--- src/rtl/rv_fetch_queue.sv ---
`timescale 1ns/1ps
// rv_fetch_queue: instruction-fetch front end. Owns the PC, buffers fetched
// {pc, inst} pairs in a DEPTH-entry queue for decode, applies execute-stage
// redirects and runs the HALT_DRAIN-cycle drain into HALTED on a halt request.
// Optional macro RV_FETCH_PERF_EN adds perf_fetched / perf_flushed counters.
//
// Handshake: decode consumes the head on a cycle where dec_valid and dec_ready
// are both high; dec_valid never depends on dec_ready, and dec_inst/dec_pc are
// stable while dec_valid is high and dec_ready is low.
module rv_fetch_queue #(
  parameter int              XLEN       = 32,
  parameter int              DEPTH      = 4,
  parameter logic [XLEN-1:0] RESET_PC   = '0,
  parameter int              HALT_DRAIN = 4
) (
  input  logic            clk,
  input  logic            rst_b,
  output logic [XLEN-1:0] inst_addr,
  input  logic [31:0]     inst,
  output logic            dec_valid,
  output logic [31:0]     dec_inst,
  output logic [XLEN-1:0] dec_pc,
  input  logic            dec_ready,
  input  logic            redirect_valid,
  input  logic [XLEN-1:0] redirect_pc,
  input  logic            halt_req,
  output logic            halted,
  output logic            misalign_err
`ifdef RV_FETCH_PERF_EN
  ,
  output logic [31:0]     perf_fetched,
  output logic [31:0]     perf_flushed
`endif
);

  localparam int          PW   = $clog2(DEPTH);
  localparam int          DW   = (HALT_DRAIN > 1) ? $clog2(HALT_DRAIN) : 1;
  localparam logic [PW:0] FULL = (PW + 1)'(DEPTH);

  typedef enum logic [1:0] {
    RUN    = 2'd0,
    DRAIN  = 2'd1,
    HALTED = 2'd2
  } state_t;

  state_t            state;
  state_t            state_next;
  logic [XLEN-1:0]   pc;
  logic [PW-1:0]     rd_ptr;
  logic [PW-1:0]     wr_ptr;
  logic [PW:0]       count;
  logic [DW-1:0]     drain_cnt;
  logic              misalign;
  logic [XLEN-1:0]   pc_mem   [DEPTH];
  logic [31:0]       inst_mem [DEPTH];

  logic in_run;
  logic take_halt;
  logic take_redirect;
  logic flush;
  logic pop;
  logic push;

  // Per-cycle control: halt beats redirect, redirect beats push/pop.
  always_comb begin
    in_run        = (state == RUN);
    take_halt     = in_run & halt_req;
    take_redirect = in_run & ~halt_req & redirect_valid;
    flush         = take_halt | take_redirect;
    pop           = dec_valid & dec_ready;
    push          = in_run & ~flush & ((count != FULL) | pop);
  end

  // FSM state register.
  always_ff @(posedge clk) begin
    if (rst_b) state <= RUN;
    else       state <= state_next;
  end

  // FSM next-state: RUN -> DRAIN on halt, DRAIN -> HALTED when the counter expires.
  always_comb begin
    state_next = state;
    case (state)
      RUN:     if (halt_req) state_next = DRAIN;
      DRAIN:   if (drain_cnt == '0) state_next = HALTED;
      HALTED:  state_next = HALTED;
      default: state_next = RUN;
    endcase
  end

  // PC, queue pointers/occupancy, drain counter and sticky misalign flag.
  always_ff @(posedge clk) begin
    if (rst_b) begin
      pc        <= RESET_PC;
      rd_ptr    <= '0;
      wr_ptr    <= '0;
      count     <= '0;
      drain_cnt <= '0;
      misalign  <= 1'b0;
    end else if (take_halt) begin
      rd_ptr    <= '0;
      wr_ptr    <= '0;
      count     <= '0;
      drain_cnt <= DW'(HALT_DRAIN - 1);
    end else if (take_redirect) begin
      rd_ptr <= '0;
      wr_ptr <= '0;
      count  <= '0;
      pc     <= {redirect_pc[XLEN-1:2], 2'b00};
      if (redirect_pc[1:0] != 2'b00) misalign <= 1'b1;
    end else if (in_run) begin
      if (push) begin
        wr_ptr <= wr_ptr + PW'(1);
        pc     <= pc + XLEN'(4);
      end
      if (pop) rd_ptr <= rd_ptr + PW'(1);
      if (push & ~pop)      count <= count + (PW + 1)'(1);
      else if (pop & ~push) count <= count - (PW + 1)'(1);
    end else if ((state == DRAIN) && (drain_cnt != '0)) begin
      drain_cnt <= drain_cnt - DW'(1);
    end
  end

  // Queue storage; contents are don't-care until written, so no reset.
  always_ff @(posedge clk) begin
    if (!rst_b && push) begin
      pc_mem[wr_ptr]   <= pc;
      inst_mem[wr_ptr] <= inst;
    end
  end

`ifdef RV_FETCH_PERF_EN
  // Fetch and flush-discard counters; an entry popped in the flush cycle is not lost.
  always_ff @(posedge clk) begin
    if (rst_b) begin
      perf_fetched <= '0;
      perf_flushed <= '0;
    end else begin
      if (push)  perf_fetched <= perf_fetched + 32'd1;
      if (flush) perf_flushed <= perf_flushed + 32'(count) - 32'(pop);
    end
  end
`endif

  assign inst_addr    = pc;
  assign dec_valid    = in_run & (count != '0);
  assign dec_inst     = inst_mem[rd_ptr];
  assign dec_pc       = pc_mem[rd_ptr];
  assign halted       = (state == HALTED);
  assign misalign_err = misalign;

endmodule

--- config.mk ---
export PLATFORM = sky130hd
export DESIGN_NAME = rv_fetch_queue
export DESIGN_NICKNAME = d
export VERILOG_FILES = /design/src/rtl/rv_fetch_queue.sv
export SDC_FILE = /design/constraint.sdc
export NUM_CORES = 1
export LEC_CHECK = 0
export ABC_AREA = 1
export CAP_MARGIN = 40
export CORE_UTILIZATION = 30
export DETAILED_ROUTE_END_ITERATION = 12
export DONT_BUFFER_PORTS = 1
export GPL_TIMING_DRIVEN = 0
export PLACE_DENSITY = 0.52
export SLEW_MARGIN = 40
export SYNTH_ARGS = -nofsm -noshare
export SYNTH_HDL_FRONTEND = slang
export SYNTH_SLANG_ARGS = --single-unit
--- constraint.sdc ---
create_clock -name clk -period 6.5 [get_ports clk]
set_input_delay 1.625 -clock clk [delete_from_list [all_inputs] [get_ports clk]]
set_output_delay 1.625 -clock clk [all_outputs]
set_load 0.01 [all_outputs]
* Word-level counts from Yosys, hierarchy flattened
Memories as Yosys holds them, arrays and structs flattened. A register that Yosys moved wholly into a read port is not among the register bits. Index checks and enable logic that the tools add are counted. W data, S select, Z words.
Cells by class: muxes and demuxes 18, $mul 0, $add $sub $neg 6, $lt $le $gt $ge 0, bitwise gates (word level) 16, div/mod/pow operators 0, shifts and indexed selects 0, reduce and logical (&&, ||, !) cells 20, eq/ne operators 7
Operators by type and width (count):
- $mux W32 | 3
- $add A32 B3 Y32 const B | 1
- $mux W2 | 10
- $reduce_bool A2 Y1 | 6
- $and A1 B1 Y1 | 9
- $reduce_and A3 Y1 | 3
- $reduce_and A2 Y1 | 4
- $mux W3 | 2
- $ne A2 B2 Y1 const B | 3
- $pmux W2 S3 | 1
- $not A1 Y1 | 5
- $add A2 B1 Y2 const B | 2
- $logic_not A2 Y1 | 2
- $add A3 B1 Y3 const B | 1
- $ne A3 B3 Y1 const B | 1
- $reduce_bool A3 Y1 | 1
- $reduce_or A3 Y1 | 1
- $sub A3 B1 Y3 const B | 1
- $eq A2 B1 Y1 const B | 1
- $eq A2 B2 Y1 const B | 1
- $logic_and A1 B1 Y1 | 2
- $mux W1 | 2
- $ne A2 B1 Y1 const B | 1
- $or A1 B1 Y1 | 2
- other kinds (2) | 2
Word-level totals: logic and storage cells 76, output and inout port bits 99, bits in writable memories 256, bits in latches 0, register bits after elaboration 44, memory bits (read-only) 0, input port bits 69, memories kept 2
Memory list:
- inst_mem | words 4, bits a word 32, read ports 1, clocked after Yosys merged registers in 1, wr ports 1, RTL line 55 | logic [31:0] inst_mem [DEPTH];
- pc_mem | words 4, bits a word 32, read ports 1, clocked after Yosys merged registers in 1, wr ports 1, RTL line 54 | logic [XLEN-1:0] pc_mem [DEPTH];

* Longest topological paths before layout
Gate-level depths: netlist of the first run.
depth after elaboration 11, gate-level depth with buffers 13, gate-level depth less buffers 13

* Least setup slack after synthesis of the first run
OpenSTA, ideal clock, no wires.
path kind input port to flip-flop, start in dec_ready, end mem inst_mem[0][0] (enable), cell stages on the path 6, setup time 482 ps, path slack 1246 ps, data arrival time 4772 ps, path buffers 0, data required time 6018 ps, cell sequence a21oi_2 -> nand2_1 -> nand2_4 -> nor2_1 -> nand2_1 -> nor2_1
On the way: cells in the longest elaborated chain, start to end 6
RTL lines:
- from (decl) | RTL line 23 | input logic dec_ready,
- $and A1 B1 Y1 | RTL line 70 | pop = dec_valid & dec_ready;
- $or A1 B1 Y1 | RTL line 71 | push = in_run & ~flush & ((count != FULL) | pop);
- $and A1 B1 Y1 | RTL line 71
- $logic_and A1 B1 Y1 | RTL line 126 | if (!rst_b && push) begin
- $mux W1 | RTL line 126
- $mux W1 (implied by the code) | RTL line 128 | inst_mem[wr_ptr] <= inst;
- to (decl) | RTL line 55
No other way between the ends.

==> impl_metrics.json, run 1 <==
{
  "synth_top_cells_by_area": "edfxtp_1 62%, dfxtp_1 7.3%, o21ai_0 6.5%",
  "hold_start": "count[2]",
  "cts_tree": "yes",
  "critPathKind": "register to primary output",
  "antenna_left": 0,
  "rsz0062_at_grt": "no",
  "ys.flop_type": "edfxtp_1",
  "reg2reg_depth": 10,
  "yosysTopAreaCell": "edfxtp_1",
  "fmax_ghz": 0.234,
  "endpoint_kind": "primary output",
  "r2r_setup_slack_ns": 3.65,
  "cts_sinks": 292,
  "antenna_found_initial": 1,
  "combPwrFrac_pct": 14.1,
  "clockBufferDepth": 3,
  "avgSynthCellArea_um2": 11.4,
  "yosysMostFrequentCell": "edfxtp_1",
  "tightest_slew_ns": 0.675,
  "final_core_util_pct": 36.2,
  "seqPwrFrac_pct": 48.6,
  "fin_crit_sh_pct": 65.8,
  "worstReg2RegEnd": "inst_mem[3][3]",
  "r2r_start": "state[0]",
  "cp.required_ns": 4.88,
  "hold_depth": 1,
  "finalPower_mw": 5.00,
  "ys_seq_elements": 292,
  "setup_violations": 0,
  "core_um2": 39000,
  "synthTopCellsByCount": "248 x edfxtp_1, 189 x nor2_1, 156 x o21ai_0, 103 x nand2_1, 62 x o22ai_1",
  "overflow": 0,
  "hold-path-endpoint": "count[2]",
  "status": "complete, no violations",
  "h-tree-depth": 2,
  "mappedNetlistArea_um2": 12000,
  "clkPwrFrac_pct": 37.3,
  "critPathLaunchType": "register",
  "dieHeight_um": 202,
  "async_reset_ff_share_pct": 0,
  "syn-instance-count": 1052,
  "dp_hpwl_um": 23500,
  "power_density_nw_per_um2": 354,
  "viasPerCell": 4.90,
  "post_cts_resized": 0,
  "yosys_warnings": 0,
  "gp_congestion": 0.796,
  "grt_pass1_vias": 7873,
  "drcViolationCount": 0,
  "p_int_mw": 3.55,
  "slew_headroom_pct": 55.0,
  "hold_buffers": 0,
  "maxCapViolCount": 0,
  "post_cts_buffers": 0,
  "power_switching_mw": 1.44,
  "dieArea_um2": 40800,
  "netSwitchingFraction_pct": 28.9,
  "wl_um": 34000,
  "drtIter0Drc": 443,
  "final_max_slew_viol_count": 0,
  "arrival_ns": 2.66,
  "clock_latency_ns": 0.54,
  "synth_edf_count": 248,
  "yosysTopAreaCellShare_pct": 62.1,
  "ys_types": 38,
  "wire_per_inst_um": 20.6,
  "ys_seq_area_share_pct": 69.4,
  "hold_viol": 0,
  "path_cells": "clkbuf_2, inv_1, clkbuf_1, o21ai_0, o22ai_1",
  "setup_tns_ns": 0,
  "clock-root-buffer": "clkbuf_16",
  "slowest_stage": "o22ai_1",
  "rows": 72,
  "num_vias": 8080,
  "layout.nets": 1189,
  "num_io_pins": 168,
  "skew_ns": 0.0174,
  "io_buffers": 0,
  "final_layout_size_suffix_gt1_share_pct": 9.45,
  "grt_max_degree": 17,
  "fp.dieW_um": 202,
  "start_util_pct": 30.8,
  "cts_made_buffers": 35,
  "clkTransAtPathRegs_ns": 0.05,
  "firstDrtPassIters": 5,
  "track_usage_pct": 16.7,
  "slowest_delay_ns": 0.48,
  "cp_max_fo": 10,
  "min_period_ns": 4.28,
  "antenna_cells": 0,
  "grt_pass1_wl_um": 50700,
  "min_path_type": "register to register",
  "ir_drop_mv": 0.196,
  "cellLeakagePower_nw": 4.74,
  "area_delta_synth_final_pct": 17.7
}
per-layer routing:
metal / GRT usage [%] / up-vias / routed length [um]
met2: 28.4 / 218 / 16600
met5: 0 / - / 9
met1: 20.5 / 3950 / 14300
met3: 4.58 / 47 / 2410
li1: - / 3863 / -
met4: 5.14 / 2 / 641
stage by stage:
stage	setup slack [ns]	instances	hold slack (ns)	cell area, um2
floorplan	1.25	1055	0.422	12000
global placement	-1.40	1573	0.438	12700
detailed placement	2.65	1589	0.438	13000
CTS	2.06	1650	0.445	14100
global route	1.92	1650	0.467	14100
finish	2.22	1650	0.442	14100
sequential cells by signal, summed over array words and instances (netlist names), named ones only:
| register | count |
|---|---|
| count | 3 |
| drain_cnt | 2 |
| inst_addr | 30 |
| inst_mem | 128 |
| misalign_err | 1 |
| pc_mem | 120 |
| rd_ptr | 2 |
| state | 2 |
| wr_ptr | 2 |
cell usage in the layout (no fill, tap or decap), drive strengths merged, types with 3 or more instances in the layout:
| master | instances |
|---|---|
| edfxtp | 248 |
| nor2 | 196 |
| o21ai | 158 |
| nand2 | 107 |
| clkbuf | 82 |
| o22ai | 62 |
| inv | 54 |
| a21oi | 51 |
| dfxtp | 44 |
| buf | 37 |
| nand3 | 33 |
| ha | 11 |
| clkinv | 11 |
| xor2 | 7 |
| conb | 4 |
| nor3 | 4 |
| a21o | 3 |
| o21a | 3 |
| a31oi | 3 |
| bufinv | 3 |
worst max-delay path by stage:
stage                   start              end  slack, ns  depth (start not counted)
global route         register       dec_pc[14]       1.92                          5
CTS                  register       dec_pc[14]       2.06                          5
global placement        rst_b  inst_mem[0][28]      -1.40                          4
finish               register       dec_pc[14]       2.22                          5
detailed placement   register       dec_pc[14]       2.65                          5
floorplan           dec_ready   inst_mem[0][0]       1.25                          6
cell families after synthesis:
kind of cell / share of synthesized area, %
AND/OR/NAND/NOR: 11.8
flip-flops: 69.4
AO/OA/AOI/OAI: 12.8
buffers and inverters: 3.92
adder cells (fa/ha/maj): 1.31
XOR/XNOR: 0.657
other: 0.0313
cell type report:
cell class                 count  area (um2)
fill                        3863       24900
sequential                   292        8330
multi-input combinational    653        3240
clock buffer                  46         927
tap                          518         648
timing repair buffer          16         353
buffer                        57         273
inverter                      53         199
clock inverter                15         150
worst max-delay path: cells and delay by family, from the launching register on:
kind / cells / cell delay [ns]
buffers and inverters: 3 / 1.17
AO/OA/AOI/OAI: 2 / 0.66
flip-flops: 1 / 0.29
power by group through the flow:
stage,Clock (mW),Combinational [mW],Sequential (mW)
2_1_floorplan,0,0.496,2.38
4_1_cts,1.91,0.719,2.44
3_3_place_gp,0,0.682,2.48
6_report,1.86,0.705,2.43
3_5_place_dp,0,0.716,2.47
5_1_grt,1.99,0.794,2.45
Power figures use the tool's default switching activity.
==> inputs of run 2 (changes only) <==
Settings changed: ABC_AREA 1 to 0, PLACE_DENSITY 0.52 to 0.53.
Clock period 6.5 ns to 3.5 ns, I/O delays scaled along.
==> run 2 against run 1 <==
Against the previous run: clock skew rose by 0.0070 ns; core utilization fell by 0.36 points; total power is 71% higher; critical path type unchanged; via count shrank 30%.
==> impl_metrics.json, run 2 <==
{
  "fin_hold_ws_ns": 0.445,
  "fmax_ghz": 0.302,
  "arrival_ns": 2.44,
  "grt_max_degree": 32,
  "dp_hpwl_um": 18300,
  "cts_tree": "yes",
  "min_path_type": "primary input to register",
  "cp.required_ns": 2.62,
  "drcViolationCount": 0,
  "hold_viol": 0,
  "regMostFlops": "inst_mem",
  "cp_max_fo": 10,
  "core_um2": 37000,
  "endpoint_kind": "primary output",
  "largest_register_ffs": 128,
  "power_density_nw_per_um2": 647,
  "yosys_warnings": 0,
  "fp.dieW_um": 197,
  "viasPerCell": 4.73,
  "dieHeight_um": 197,
  "final_cell_mix": "248 x edfxtp_1, 62 x mux4_2, 49 x nor2_1, 44 x dfxtp_1, 36 x clkbuf_16",
  "wire_per_inst_um": 22.7,
  "yosysTopAreaCell": "edfxtp_1",
  "fin_crit_sh_pct": 94.7,
  "grt_pass1_vias": 5934,
  "grt_pass1_wl_um": 40300,
  "cts_sinks": 292,
  "async_reset_ff_share_pct": 0,
  "antenna_found_initial": 1,
  "num_io_pins": 168,
  "critPathLaunchType": "register",
  "worstReg2RegEnd": "count[2]",
  "min_period_ns": 3.31,
  "dieArea_um2": 38700,
  "antenna_left": 0,
  "tightest_slew_ns": 0.726,
  "use_met1_pct": 18.0,
  "clock-root-buffer": "clkbuf_16",
  "io_buffers": 0,
  "clkTransAtPathRegs_ns": 0.06,
  "r2r_start": "state[0]",
  "skew_ns": 0.0243,
  "setup_violations": 0,
  "final_common_cell": "edfxtp_1",
  "hold-path-endpoint": "inst_mem[0][5]",
  "ys_seq_elements": 292,
  "cts_made_buffers": 35,
  "yosysMostFrequentCell": "edfxtp_1",
  "hold_depth": 0,
  "yosysTopAreaCellShare_pct": 65.5,
  "r2r_setup_slack_ns": 0.58,
  "cellLeakagePower_nw": 4.03,
  "ys.flop_type": "edfxtp_1",
  "clock_latency_ns": 0.53,
  "h-tree-depth": 2,
  "finalPower_mw": 8.57,
  "rsz0062_at_grt": "no",
  "met3_usage_pct": 4.74,
  "synthTopCellsByCount": "248 x edfxtp_1, 62 x mux4_2, 49 x nor2_1, 44 x dfxtp_1, 29 x a211oi_1",
  "hold_start": "inst[5]",
  "start_util_pct": 30.8,
  "synth_edf_count": 248,
  "post_cts_buffers": 0,
  "ys_seq_area_share_pct": 73.3,
  "grt.busiest_layer": "met2",
  "firstDrtPassIters": 4,
  "wl_um": 27200,
  "area_delta_synth_final_pct": 16.5,
  "mappedNetlistArea_um2": 11400,
  "overflow": 0,
  "critPathKind": "register to primary output",
  "gp_congestion": 0.748,
  "track_usage_pct": 14.4,
  "ir_drop_mv": 0.271,
  "setup_tns_ns": 0,
  "final_core_util_pct": 35.8,
  "reg2reg_depth": 13,
  "met2_usage_pct": 23.4,
  "layout.nets": 751,
  "drtIter0Drc": 222,
  "status": "complete, no violations",
  "maxCapViolCount": 0,
  "dpl_worst_slack_ns": 0.517,
  "rows": 70,
  "synth_top_cells_by_area": "edfxtp_1 66%, mux4_2 12%, dfxtp_1 7.7%",
  "final_max_slew_viol_count": 0,
  "slew_headroom_pct": 51.6,
  "fin_ws_ns": 0.185,
  "ys_types": 41,
  "clockBufferDepth": 3,
  "avgSynthCellArea_um2": 18.2,
  "syn-instance-count": 623,
  "num_vias": 5676,
  "final_layout_size_suffix_gt1_share_pct": 20.2
}
## run 2: cell types whose count changed in the layout (fill, tap and decap cells not counted), sizes merged, moves of 24 or more
cell    previous run  this run
a21oi             51         3
nand2            107        22
inv               54        12
o22ai             62         1
mux4               0        62
o21ai            158         7
a211oi             1        29
nand3             33         9
nor2             196        49
## run 2: logic make-up after synthesis
| kind of cell | after synthesis | synth area share [%] |
|---|---|---|
| flip-flops | 292 | 73.3 |
| AND/OR/NAND/NOR | 135 | 6.02 |
| multiplexers | 63 | 12.4 |
| AO/OA/AOI/OAI | 45 | 2.80 |
| buffers and inverters | 43 | 1.65 |
| XOR/XNOR | 32 | 2.47 |
| adder cells (fa/ha/maj) | 12 | 1.39 |
| other | 1 | 0.0330 |
## run 2: through the flow
stage,area (um2),instances
after global placement,12000,1130
after floorplan,11400,626
after detailed placement,12200,1138
after CTS,13200,1198
final,13200,1199
after global routing,13200,1199
## run 2: how the worst max path moves through the flow
stage | start | end | slack, ns
floorplan | halt_req | inst_mem[1][0] | 0.07
global placement | halt_req | inst_mem[0][15] | -1.65
detailed placement | halt_req | inst_mem[3][15] | 0.52
CTS | register | dec_inst[18] | 0.04
global route | register | dec_inst[2] | 0.06
finish | register | dec_pc[18] | 0.19
## run 2: cell type report
type	count	area [um2]
sequential	292	8330
timing repair buffer	8	160
tap	504	631
clock buffer	43	927
inverter	11	41.3
clock inverter	18	134
multi-input combinational	291	2880
fill	3524	23700
buffer	31	144
antenna	1	2.50
## run 2: report_power, final
group | total [mW] | switching (mW) | internal, mW | leakage, nW
Clock | 3.35 | 1.39 | 1.96 | 0.511
Combinational | 0.867 | 0.512 | 0.355 | 0.896
Sequential | 4.35 | 0.310 | 4.04 | 2.62
Total | 8.57 | 2.21 | 6.36 | 4.03
## run 2: repair_timing
item                                    in CTS  in global routing
endpoints found under the setup margin       2                  0
hold buffers                                 0                  0
gates resized for setup                      1                  0
## run 2: metal layers
metal / wire length, um / part of all wire [%]
met4: 679 / 2.5
met1: 11400 / 42
met2: 12900 / 47
met3: 2250 / 8.3
met5: 0 / 0
## run 2: critical path, cell delays in order, from the launching register on
cell,delay [ns]
dfxtp_1,0.30
buf_1,0.51
buf_1,0.62
mux4_2,0.47
